**config.mk**
```make
export PLATFORM = sky130hd
export DESIGN_NAME = token_fifo
export DESIGN_NICKNAME = d
export VERILOG_FILES = /design/src/rtl/token_fifo.sv
export SDC_FILE = /design/constraint.sdc
export NUM_CORES = 1
export LEC_CHECK = 0
export BUFFER_PORTS_ARGS = -buffer_cell sky130_fd_sc_hd__buf_2
export CAP_MARGIN = 40
export CORE_MARGIN = 2
export CORE_UTILIZATION = 30
export DETAILED_ROUTE_END_ITERATION = 16
export MAX_ROUTING_LAYER = met4
export SETUP_SLACK_MARGIN = 0.15
export SYNTH_ARGS = -nofsm -noshare
export SYNTH_HDL_FRONTEND = slang
export SYNTH_SLANG_ARGS = --single-unit
```
**constraint.sdc**
```tcl
create_clock -name clock -period 2.8 [get_ports clock]
set_input_delay 0.28 -clock clock [delete_from_list [all_inputs] [get_ports clock]]
set_output_delay 0.28 -clock clock [all_outputs]
set_load 0.03 [all_outputs]
```
**src/rtl/token_fifo.sv**
```systemverilog
// Elastic FTk/BTk token FIFO with first-word-fall-through output, registered nack
// toward the producer and a sticky overflow flag.
package token_fifo_pkg;
  typedef struct packed {
    logic       v;
    logic       a;
    logic       c;
    logic       r;
    logic [3:0] i;
    logic [7:0] d;
  } FTk_t;

  typedef struct packed {
    logic n;
    logic t;
    logic v;
    logic c;
  } BTk_t;
endpackage

module token_fifo
  import token_fifo_pkg::*;
#(
  parameter int DEPTH = 4,
  parameter int SLACK = 1
) (
  input  logic                       clock,
  input  logic                       reset,
  input  logic                       I_En,
  input  FTk_t                       I_FTk,
  input  BTk_t                       I_BTk,
  output FTk_t                       O_FTk,
  output BTk_t                       O_BTk,
  output logic [$clog2(DEPTH):0]     O_Count,
  output logic                       O_Full,
  output logic                       O_Empty,
  output logic                       O_Ovf
);
  localparam int AW = $clog2(DEPTH);
  localparam int CW = AW + 1;
  localparam logic [CW-1:0] DEPTH_C = CW'(DEPTH);
  // Nack threshold leaves SLACK free entries for words already in flight.
  localparam logic [CW-1:0] NACK_LVL = CW'(DEPTH - SLACK);

  typedef struct packed {
    logic       a;
    logic       c;
    logic       r;
    logic [3:0] i;
    logic [7:0] d;
  } word_t;

  word_t         mem [DEPTH];
  logic [AW-1:0] wptr;
  logic [AW-1:0] rptr;
  logic [CW-1:0] count;
  logic [CW-1:0] count_next;
  logic          full;
  logic          empty;
  logic          pop;
  logic          push;
  logic          ovf;
  logic          nack;
  logic          bt_t;
  logic          bt_v;
  logic          bt_c;

  assign full       = (count == DEPTH_C);
  assign empty      = (count == '0);
  assign pop        = I_En & ~empty & ~I_BTk.n;
  assign push       = I_En & I_FTk.v & (~full | pop);
  assign count_next = count + CW'(push) - CW'(pop);

  always_ff @(posedge clock) begin
    if (reset) begin
      wptr  <= '0;
      rptr  <= '0;
      count <= '0;
      ovf   <= 1'b0;
      nack  <= 1'b0;
      bt_t  <= 1'b0;
      bt_v  <= 1'b0;
      bt_c  <= 1'b0;
      for (int k = 0; k < DEPTH; k++) begin
        mem[k] <= '0;
      end
    end else begin
      if (push) begin
        mem[wptr] <= '{a: I_FTk.a, c: I_FTk.c, r: I_FTk.r, i: I_FTk.i, d: I_FTk.d};
        wptr      <= wptr + 1'b1;
      end
      if (pop) begin
        rptr <= rptr + 1'b1;
      end
      count <= count_next;
      // A word arriving while full with no pop is dropped; only the flag records it.
      if (I_En & I_FTk.v & full & ~pop) begin
        ovf <= 1'b1;
      end
      nack <= ~I_En | (count_next >= NACK_LVL);
      bt_t <= I_BTk.t;
      bt_v <= I_BTk.v;
      bt_c <= I_BTk.c;
    end
  end

  always_comb begin
    O_FTk   = '0;
    O_FTk.v = I_En & ~empty;
    O_FTk.a = mem[rptr].a;
    O_FTk.c = mem[rptr].c;
    O_FTk.r = mem[rptr].r;
    O_FTk.i = mem[rptr].i;
    O_FTk.d = mem[rptr].d;
    O_BTk   = '0;
    O_BTk.n = nack;
    O_BTk.t = bt_t;
    O_BTk.v = bt_v;
    O_BTk.c = bt_c;
  end

  assign O_Count = count;
  assign O_Full  = full;
  assign O_Empty = empty;
  assign O_Ovf   = ovf;
endmodule
```
==> impl_metrics.py <==
metrics = {
    "outcome": {
        "outcome": "finished clean",
    },
    "sta": {
        "worst_slew_margin_rel": 0.466,
        "maxSlewViolCount": 0,
        "maxClockFrequency_ghz": 0.422,
        "totalNegativeSetupSlack_ps": 0,
        "final_min_period_over_clock_period": 0.847,
        "hold_viol": 0,
        "period_minus_slack_ps": 2370,
        "worst_slew_pin_slew_ps": 800,
        "finalClockSkew_ps": 7.48,
        "grt_setup_unrepaired": "no",
        "setup_violations": 0,
    },
    "global_route": {
        "grt_start_max_net_pins": 20,
        "number_of_antenna_violations_at_the_first_check_in_global_routing": 0,
        "grt_util_all_layers": 0.125,
        "grt_pass1_wl_um": 10200,
        "first_global_vias": 2038,
        "globalRoute.totalOverflow": 0,
    },
    "finish": {
        "layout_commonest_cell": "sky130_fd_sc_hd__nor2_1",
        "layout_common_cells": "66 x sky130_fd_sc_hd__nor2_1, 60 x sky130_fd_sc_hd__edfxtp_1, 48 x sky130_fd_sc_hd__buf_2",
        "regArea_um2": 2080,
        "multiInputGateArea_um2": 1020,
        "synthToLayoutAreaGrowth_pct": 19.6,
        "insertedDiodeCount": 0,
        "nFillCells": 1003,
        "num-nets-final": 307,
        "utilization": 0.370,
        "drive_gt1_frac": 0.357,
    },
    "synthesis": {
        "post_synth_main_area_contributors": "sky130_fd_sc_hd__edfxtp_1 56%, sky130_fd_sc_hd__mux4_2 11%, sky130_fd_sc_hd__dfxtp_1 8.8%",
        "avgSynthCellArea_um2": 14.2,
        "seq_area_frac_synth": 0.651,
        "ys_ff_latch": 74,
        "synthesis.instances": 225,
        "synth_top_area_share": 0.563,
        "yosysWarningCount": 0,
        "ys_types": 34,
        "postSynthNetCount": 251,
        "synth_area_um2": 3200,
        "synth_enable_flop_cells": 60,
        "synth_ff_type": "sky130_fd_sc_hd__edfxtp_1",
        "synth_top_area_cell": "sky130_fd_sc_hd__edfxtp_1",
        "synthArstFlopShare": 0,
    },
    "setup_path": {
        "critPathSlowestCell": "sky130_fd_sc_hd__dfxtp_1",
        "critPathMaxFanout": 5,
        "timing.critical_path.to_type": "flop",
        "r2r_start": "O_Count[0]$_SDFF_PP0_",
        "critical_path_rt_ps": 3030,
        "timing.critical_path.slowest_cell_delay_ps": 460,
        "cells_along_the_critical_path": "nand4bb_4 > and2_4 > inv_2 > ha_1 > inv_1 > ha_1 > inv_1 > fa_1 > xor2_1 > xnor2_1 > a31oi_1",
        "crit_start": "O_Count[0]$_SDFF_PP0_",
        "criticalPathCategory": "reg2reg",
        "setup.worst_path.start_class": "flop",
        "worst_ep_arrival_time_ps": 2600,
        "regToRegSetupSlack_ps": 430,
    },
    "worst_hold_path": {
        "timing.hold.worst.class": "in2reg",
        "hold_path_startpoint": "I_BTk[1]",
    },
    "cts": {
        "worst_skew_pair.late_latency_ps": 340,
        "clock_tree.htree_level_count": 3,
        "clock_tree.buffer_depth": 2,
        "clock_tree_from_tritoncts": "yes",
        "clock_sink_count": 74,
        "path_clk_slew_ps": 70,
        "cts_inserted_buffers": 9,
        "post_cts.repair.setup_buffers": 0,
        "clockRootBuffer": "sky130_fd_sc_hd__clkbuf_8",
        "cts_resized": 0,
        "cts_hold_buf": 0,
    },
    "route": {
        "drt_iter0_markers": 83,
        "via_count": 1896,
        "final_routed_wire_length_divided_by_cell_count_um": 15.1,
        "drt.antenna.violating_nets": 0,
        "via_count_normalized_by_instance_count": 4.49,
        "drt_first_pass_iters": 4,
        "postRouteWirelength_um": 6390,
        "remaining_drc_errors": 0,
    },
    "power": {
        "power.density_nw_per_um2": 734,
        "power_mw": 2.81,
        "total_leakage_power_nw": 1.45,
        "peak_supply_drop_mv": 0.440,
    },
    "floorplan": {
        "placement_rows": 37,
        "placeableCoreArea_um2": 10300,
        "pin_count": 49,
        "die_height_um": 107,
        "floorplan.die.width_um": 107,
        "initial_core_utilization": 0.310,
        "dieArea_um2": 11500,
    },
    "placement": {
        "numPortBuffers": 48,
        "hpwl_um": 4180,
        "routabilityCongestion": 0.678,
    },
    "run": {
        "maxCapViolations": 0,
    },
}
-- final cells by class --
type,instances,share of cell area
well taps,136,0.0445
repair buffers,59,0.0844
multi-input cells,133,0.268
clock inverters,6,0.0213
clock buffers,10,0.0334
flip-flops and latches,74,0.545
inverters,4,0.00393
-- cells in the mapped netlist, drive strengths merged (2+ instances only) --
master,instances
buf,11
edfxtp,60
nor3b,2
a31oi,2
clkbuf,3
mux4,15
ha,2
a21oi,2
and2,2
mux2,3
nand2b,19
nor2,66
dfxtp,14
a31o,2
nor2b,6
inv,4
-- per-stage QoR --
| step | setup slack, ps | hold slack (ps) | instances | area [um2] |
|---|---|---|---|---|
| global route | 264 | 153 | 422 | 3820 |
| CTS | 406 | 132 | 422 | 3820 |
| finish | 428 | 155 | 422 | 3820 |
| detailed placement | 407 | 488 | 406 | 3610 |
| floorplan | 177 | 381 | 225 | 3210 |
| global placement | 507 | 483 | 406 | 3610 |
-- kinds of logic (layout without fill, tap and decap cells) --
family / Yosys count / count (layout) / share of synthesized area
AO/OA/AOI/OAI: 7 / 7 / 0.0149
XOR/XNOR: 2 / 2 / 0.00548
adder cells (fa/ha/maj): 3 / 3 / 0.0141
buffers and inverters: 18 / 79 / 0.0309
flip-flops: 74 / 74 / 0.651
multiplexers: 18 / 18 / 0.116
AND/OR/NAND/NOR: 103 / 103 / 0.167
-- path summary, 6_finish.rpt --
path	endpoint	cells past startpoint
max	nack$_SDFF_PP0_	11
min	bt_v$_SDFF_PP0_	2
max reg2reg	nack$_SDFF_PP0_	11
min reg2reg	O_Ovf$_SDFFE_PP0P_	2
-- flip-flops by register name, indices dropped and copies added (netlist names), named ones only --
| signal | cells |
|---|---|
| O_Count | 3 |
| wptr | 2 |
| bt_t | 1 |
| mem | 60 |
| rptr | 2 |
| O_Ovf | 1 |
| nack | 1 |
| bt_v | 1 |
| bt_c | 1 |
-- critical path, delay by kind of cell (launching register included) --
family,cells,cell delay [ps]
AND/OR/NAND/NOR,2,420
adder cells (fa/ha/maj),3,770
AO/OA/AOI/OAI,1,100
flip-flops,1,460
buffers and inverters,3,150
XOR/XNOR,2,360
-- power breakdown --
group | total [mW] | internal (mW) | switching (mW)
Clock | 0.866 | 0.496 | 0.370
Combinational | 0.610 | 0.239 | 0.372
Sequential | 1.33 | 1.28 | 0.0543
-- per-layer routing --
layer  part of all wire  vias to the layer above  GRT usage
met4              0.016                        0     0.0436
met5                  0                        -          -
li1                   -                      913          -
met1               0.40                      914      0.143
met3              0.057                        8     0.0369
met2               0.53                       61      0.209
No activity file was read; power rests on OpenSTA's default activity.
